===== src/rtl/pipe_stage_reg.sv =====
// pipe_stage_reg: parametrised inter-stage register for the 5-stage pipeline.
// Carries a control vector and a datapath vector between stages with a
// valid/ready handshake. A flush inserts a bubble, which clears only the
// control vector. An optional skid entry keeps full throughput while in_ready
// stays registered. A saturating counter records stalled cycles.
//
// Ports:
//   clk, rst_n            clock, asynchronous active-low reset
//   in_valid/in_ready     upstream handshake
//   in_ctrl/in_data       upstream control and datapath fields
//   flush                 synchronous kill of held and incoming beats
//   out_valid/out_ready   downstream handshake
//   out_ctrl/out_data     registered control and datapath fields
//   stall_cnt/stall_clr   stalled-cycle counter and its synchronous clear
module pipe_stage_reg #(
   parameter int                CTRL_W      = 8,
   parameter int                DATA_W      = 128,
   parameter logic [CTRL_W-1:0] CTRL_BUBBLE = '0,
   parameter int                SKID        = 1,
   parameter int                CNT_W       = 16
) (
   input  logic              clk,
   input  logic              rst_n,
   input  logic              in_valid,
   output logic              in_ready,
   input  logic [CTRL_W-1:0] in_ctrl,
   input  logic [DATA_W-1:0] in_data,
   input  logic              flush,
   output logic              out_valid,
   input  logic              out_ready,
   output logic [CTRL_W-1:0] out_ctrl,
   output logic [DATA_W-1:0] out_data,
   output logic [CNT_W-1:0]  stall_cnt,
   input  logic              stall_clr
);

   logic              mainValid;
   logic [CTRL_W-1:0] mainCtrl;
   logic [DATA_W-1:0] mainData;
   logic              accept;
   logic [CNT_W-1:0]  stallCnt;

   assign accept = in_valid & in_ready;

   generate
      if (SKID != 0) begin : gSkid
         logic              skidValid;
         logic [CTRL_W-1:0] skidCtrl;
         logic [DATA_W-1:0] skidData;
         logic              skidLoad;

         // in_ready comes straight from the skid flop, so no path from out_ready.
         assign in_ready = !skidValid;
         // An accept while main is stalled can only land in skid.
         assign skidLoad = accept & mainValid & !out_ready & !flush;

         // NOTE: sequential state uses non-blocking assignments so every flop
         // samples the pre-edge values, independent of statement order.
         always_ff @(posedge clk or negedge rst_n) begin
            if (!rst_n) begin
               mainValid <= 1'b0;
               mainCtrl  <= CTRL_BUBBLE;
               mainData  <= '0;
               skidValid <= 1'b0;
            end else if (flush) begin
               // Data is left as-is: with valid low it is a don't-care.
               mainValid <= 1'b0;
               mainCtrl  <= CTRL_BUBBLE;
               skidValid <= 1'b0;
            end else if (!mainValid || out_ready) begin
               // Main is free this edge (empty or delivering): refill it,
               // oldest beat first.
               if (skidValid) begin
                  mainValid <= 1'b1;
                  mainCtrl  <= skidCtrl;
                  mainData  <= skidData;
                  skidValid <= 1'b0;
               end else if (accept) begin
                  mainValid <= 1'b1;
                  mainCtrl  <= in_ctrl;
                  mainData  <= in_data;
               end else begin
                  mainValid <= 1'b0;
                  mainCtrl  <= CTRL_BUBBLE;
               end
            end else if (accept) begin
               skidValid <= 1'b1;
            end
         end

         // NOTE: the skid payload has no reset; it is only read while
         // skidValid is set, and skidValid itself is reset.
         always_ff @(posedge clk) begin
            if (skidLoad) begin
               skidCtrl <= in_ctrl;
               skidData <= in_data;
            end
         end
      end else begin : gNoSkid
         assign in_ready = out_ready | !mainValid;

         always_ff @(posedge clk or negedge rst_n) begin
            if (!rst_n) begin
               mainValid <= 1'b0;
               mainCtrl  <= CTRL_BUBBLE;
               mainData  <= '0;
            end else if (flush) begin
               mainValid <= 1'b0;
               mainCtrl  <= CTRL_BUBBLE;
            end else if (accept) begin
               mainValid <= 1'b1;
               mainCtrl  <= in_ctrl;
               mainData  <= in_data;
            end else if (out_ready) begin
               mainValid <= 1'b0;
               mainCtrl  <= CTRL_BUBBLE;
            end
         end
      end
   endgenerate

   // Saturating stall counter; clear beats increment, flush leaves it alone.
   always_ff @(posedge clk or negedge rst_n) begin
      if (!rst_n) begin
         stallCnt <= '0;
      end else if (stall_clr) begin
         stallCnt <= '0;
      end else if (mainValid && !out_ready && (stallCnt != '1)) begin
         stallCnt <= stallCnt + 1'b1;
      end
   end

   assign out_valid = mainValid;
   assign out_ctrl  = mainCtrl;
   assign out_data  = mainData;
   assign stall_cnt = stallCnt;

endmodule


===== config.mk =====
export PLATFORM = sky130hd
export DESIGN_NAME = pipe_stage_reg
export DESIGN_NICKNAME = d
export VERILOG_FILES = /design/src/rtl/pipe_stage_reg.sv
export SDC_FILE = /design/constraint.sdc
export NUM_CORES = 1
export LEC_CHECK = 0
export CAP_MARGIN = 20
export CORE_MARGIN = 3
export CORE_UTILIZATION = 40
export CTS_CLUSTER_DIAMETER = 150
export CTS_CLUSTER_SIZE = 8
export DETAILED_ROUTE_END_ITERATION = 8
export GPL_TIMING_DRIVEN = 0
export MAX_ROUTING_LAYER = met4
export PLACE_DENSITY = 0.76
export SYNTH_ARGS = -nofsm -noshare
export SYNTH_HDL_FRONTEND = slang
export SYNTH_SLANG_ARGS = --single-unit

===== constraint.sdc =====
create_clock -name clk -period 13.18 [get_ports clk]
set_input_delay 3.295 -clock clk [delete_from_list [all_inputs] [get_ports clk]]
set_output_delay 3.295 -clock clk [all_outputs]
set_load 0.05 [all_outputs]

==> impl_summary.log <==
[metrics] register cell area after layout: around 7900 um^2
[metrics] number of buffers inserted to repair setup after CTS: 0
[metrics] Seq cells post-synth: 290
[metrics] vias after detailed routing: about 8200
[metrics] cells resized by post-CTS repair: 0
[metrics] area of the die: around 30000 um^2
[metrics] cell family contributing the most delay on the critical path: buffers and inverters
[metrics] overflow left after global routing: 0
[metrics] RSZ-0062 raised after global routing: no
[metrics] boundary pin count: ~300
[metrics] IR drop worst, VDD: approximately 130 uV
[metrics] Least-Margin Pin Slew: slightly above 0.9 ns
[metrics] Clk Latency, worst-skew pair: approximately 0.51 ns
[metrics] most used flip-flop cell after synthesis: dfrtp_1
[metrics] fraction of the yosys area taken by sequential cells: 70.57%
[metrics] Routed WL: about 31000 um
[metrics] total of hold buffers inserted after clock tree synthesis: 0
[metrics] average instance area after synthesis: around 13 um^2
[metrics] run status: finished, final reports clean
[metrics] xor/xnor cell area share of the yosys netlist: 0%
[metrics] total of fill cells in the finished design: 2247
[metrics] post-synthesis net count: just under 1000
[metrics] Final setup violation count: 0
[metrics] post-synthesis cell area: 11250 um^2
[metrics] post-route ant nets: 0
[metrics] internal power contribution: 1824 uW
[metrics] post-synthesis mux area share: ~12%
[metrics] CTS H-Tree Depth: 2
[metrics] fraction of power spent switching nets: 30.12%
[metrics] total stage count of the critical path: 4
[metrics] master cell of the clock root buffer: clkbuf_16
[metrics] number of antenna violations at the first check in global routing: 3
[metrics] share of cells above drive strength 1: approximately 5.6%
[metrics] simple-gate share of the synthesized area: under 10%
[metrics] power share of the clock group: roughly 38%
[metrics] Synthesis Warnings: 0
[metrics] DIE WIDTH: about 170 um
[metrics] CP peak stage delay: 0.74 ns
[metrics] synthesized-area fraction occupied by ao, oa, aoi and oai cells: under 10%
[metrics] endpoints failing hold: 0
[metrics] ys async rst share: a little over half
[metrics] fraction of power consumed by combinational cells: between 20% and 30%
[metrics] Slew Limit Fails: 0
[metrics] die height: 173.7 um
[metrics] tightest slew margin relative to the limit: 39.46%
[metrics] Overall Global Routing Usage: between 20% and 30%
[metrics] final clock period utilization by the worst path: around 48%
[metrics] area used by multi-input combinational logic: approximately 3100 um^2
[metrics] clock sink total: 290
[metrics] area added between synthesis and finish: 43.15%
[metrics] number of buffers between clock root and the deepest sink: 3
[metrics] maximum number of pins on one net before global-route repair: 85
[metrics] total half-perimeter wirelength after legalization and detailed placement: 21730 um
[metrics] Crit Path Max Fanout: 10
[metrics] drt via density: 5.108
[metrics] max-capacitance violation count: 0
[metrics] synth unique cells: 30
[metrics] number of buffers added by the clock tree synthesis step: 42
[metrics] placement row count: 60
[metrics] hold-critical path depth: 2
[metrics] TritonCTS clock tree: yes
[metrics] worst clock skew: a little over 0.009 ns
[metrics] cell seen most often among critical-path stages: clkbuf_1
[metrics] Worst Path Required: slightly below 10 ns
[metrics] classification of the worst setup path: reg -> out
[metrics] final weighted congestion in routability-driven placement: 0.8436
[metrics] Buffers & Inverters on Critical Path: 4
[metrics] Port Buf Inserts: around 300
[metrics] startpoint class of the critical path: flop
[metrics] FF-to-FF path depth: 7
[metrics] via count of the first global-routing pass: between 8000 and 9000
[metrics] accumulated negative setup slack: 0 ns
[metrics] final core area utilization: about three fifths
[metrics] DRC Markers: 0
[metrics] portion of total power attributed to sequential cells: around two fifths
[metrics] adder-cell area share of the yosys netlist: less than 1%
[metrics] count of nets after finishing: roughly 1300
[metrics] main combinational cell family by area after synthesis: multiplexers
[metrics] first-pass GRT wire length: between 40000 and 50000 um
[metrics] floorplan core area: ~27000 um^2
[metrics] count of mapped cells out of synthesis: 840
[metrics] Net Switching: roughly 790 uW
[metrics] Clk pin slew, worst setup/hold paths: about 0.050 ns
[metrics] Highest Clock Rate: around 160 MHz
[metrics] kind of path behind the tightest hold check: reg -> reg
[metrics] Min Clock Period, post-route: about 6.3 ns
[metrics] starting density of the core: between 40 and 50%
[metrics] cell type of the slowest stage on the worst timing path: clkdlybuf4s50_1
[metrics] number of flops mapped to enable cells by yosys: 136
[metrics] ordered cell list for the critical path: clkbuf_1 -> clkbuf_1 -> inv_1 -> clkdlybuf4s50_1
[metrics] endpoint kind of the worst setup timing path: output pin
[metrics] first drt pass iteration count: 5
[metrics] power per standard cell area: roughly 160 nW/um^2
[metrics] number of DRC markers after the initial detailed-route iteration: between 400 and 500
[metrics] Arr. time, crit path: approximately 3 ns
[metrics] wire per inst: 19.58 um
[metrics] total leakage power: about 0.0058 uW
==> worst paths after layout <==
kind,start,endpoint,slack [ns]
setup / recovery,gSkid.skidValid,in_ready,6.88
hold / removal,out_data[1],out_data[1],0.53
setup reg to reg,out_valid,out_data[84],10.16
hold reg to reg,out_data[1],out_data[1],0.53
max in group asynchronous,rst_n,out_data[18],9.57
min in group asynchronous,rst_n,out_data[122],2.75
==> cells by family (layout without fill, tap and decap cells) <==
family	after synthesis	after routing
fa+ha+maj	1	1
mux	138	138
simple gates	198	198
other cells	0	3
buf+inv	55	436
flops	290	290
compound gates	158	158
==> state kept, by name, indices dropped and copies added (netlist names) <==
register and flops:
out_data 128, gSkid.skidCtrl 8, stall_cnt 16, out_valid 1, gSkid.skidValid 1, gSkid.skidData 128
out_ctrl 8
==> power groups by stage <==
stage	Clock [uW]	Sequential [uW]	Combinational, uW
after floorplan	0	1310	92.4
after detailed placement	0	1080	569
after global routing	1050	1070	596
after CTS	1000	1070	572
after global placement	0	1080	557
final	979	1070	567
==> per-layer routing <==
layer / GRT usage (%) / wire, um / part of all wire [%]
met3: 5.015 / 2077 / 6.6
met5: - / 0 / 0
met4: 6.736 / 858 / 2.7
met1: 26.35 / 12840 / 41
met2: 33.72 / 15460 / 49
==> stage by stage <==
| stage | hold WS [ns] | setup slack (ns) | total power (uW) | area (um^2) | instances |
|---|---|---|---|---|---|
| after floorplan | 0.5194 | 3.673 | 1403 | 11250 | 840 |
| after global placement | 0.5094 | -0.2229 | 1637 | 14670 | 1507 |
| after detailed placement | 0.5182 | 6.828 | 1648 | 14880 | 1517 |
| after CTS | 0.5324 | 6.859 | 2638 | 16090 | 1592 |
| after global routing | 0.5447 | 6.724 | 2715 | 16100 | 1596 |
| final | 0.5262 | 6.875 | 2610 | 16100 | 1596 |
==> worst reg2reg max path, stage by stage (launching register included) <==
cell	delay [ns]
dfrtp_1	0.44
nor2b_1	0.16
clkbuf_1	0.27
nor3_1	0.57
clkbuf_1	0.72
clkbuf_1	0.49
nor2_1	0.11
a21oi_1	0.17
==> cell type report <==
| type | instances | area share (%) |
|---|---|---|
| well taps | 372 | 2.891 |
| clock inverters | 2 | 0.1088 |
| diodes | 3 | 0.04662 |
| clock buffers | 73 | 7.382 |
| flip-flops and latches | 290 | 49.30 |
| plain buffers | 51 | 1.197 |
| repair buffers | 306 | 19.64 |
| multi-input cells | 495 | 19.34 |
| inverters | 4 | 0.09325 |
==> synth_stat cells, types with 3 or more instances <==
library cell	n	area (um^2)
a211oi_1	4	30.03
a21oi_1	139	695.7
a221oi_1	8	70.07
buf_1	5	18.77
clkbuf_1	45	168.9
dfrtp_1	154	3854
edfxtp_1	136	4084
inv_1	4	15.01
mux2_2	9	101.4
mux2i_1	129	1291
nand2_1	6	22.52
nand2b_1	3	18.77
nand3_1	4	20.02
nand4_1	3	18.77
nor2_1	148	555.5
nor2b_1	9	56.30
nor3_1	11	55.05
or4_1	5	37.54
==> cells in the final DEF, fill, tap and decap left out, types with 3 or more instances in the layout <==
master / instances
clkdlybuf4s50_1: 294
dfrtp_1: 154
nor2_1: 148
a21oi_1: 139
edfxtp_1: 136
mux2i_1: 129
clkbuf_1: 75
clkbuf_16: 43
nor3_1: 11
nor2b_1: 9
mux2_2: 9
a221oi_1: 8
buf_8: 7
nand2_1: 6
buf_1: 5
or4_1: 5
inv_1: 4
nand3_1: 4
a211oi_1: 4
buf_16: 4
diode_2: 3
nand2b_1: 3
nand4_1: 3
Note: power is estimated with default switching activity, not from simulation.
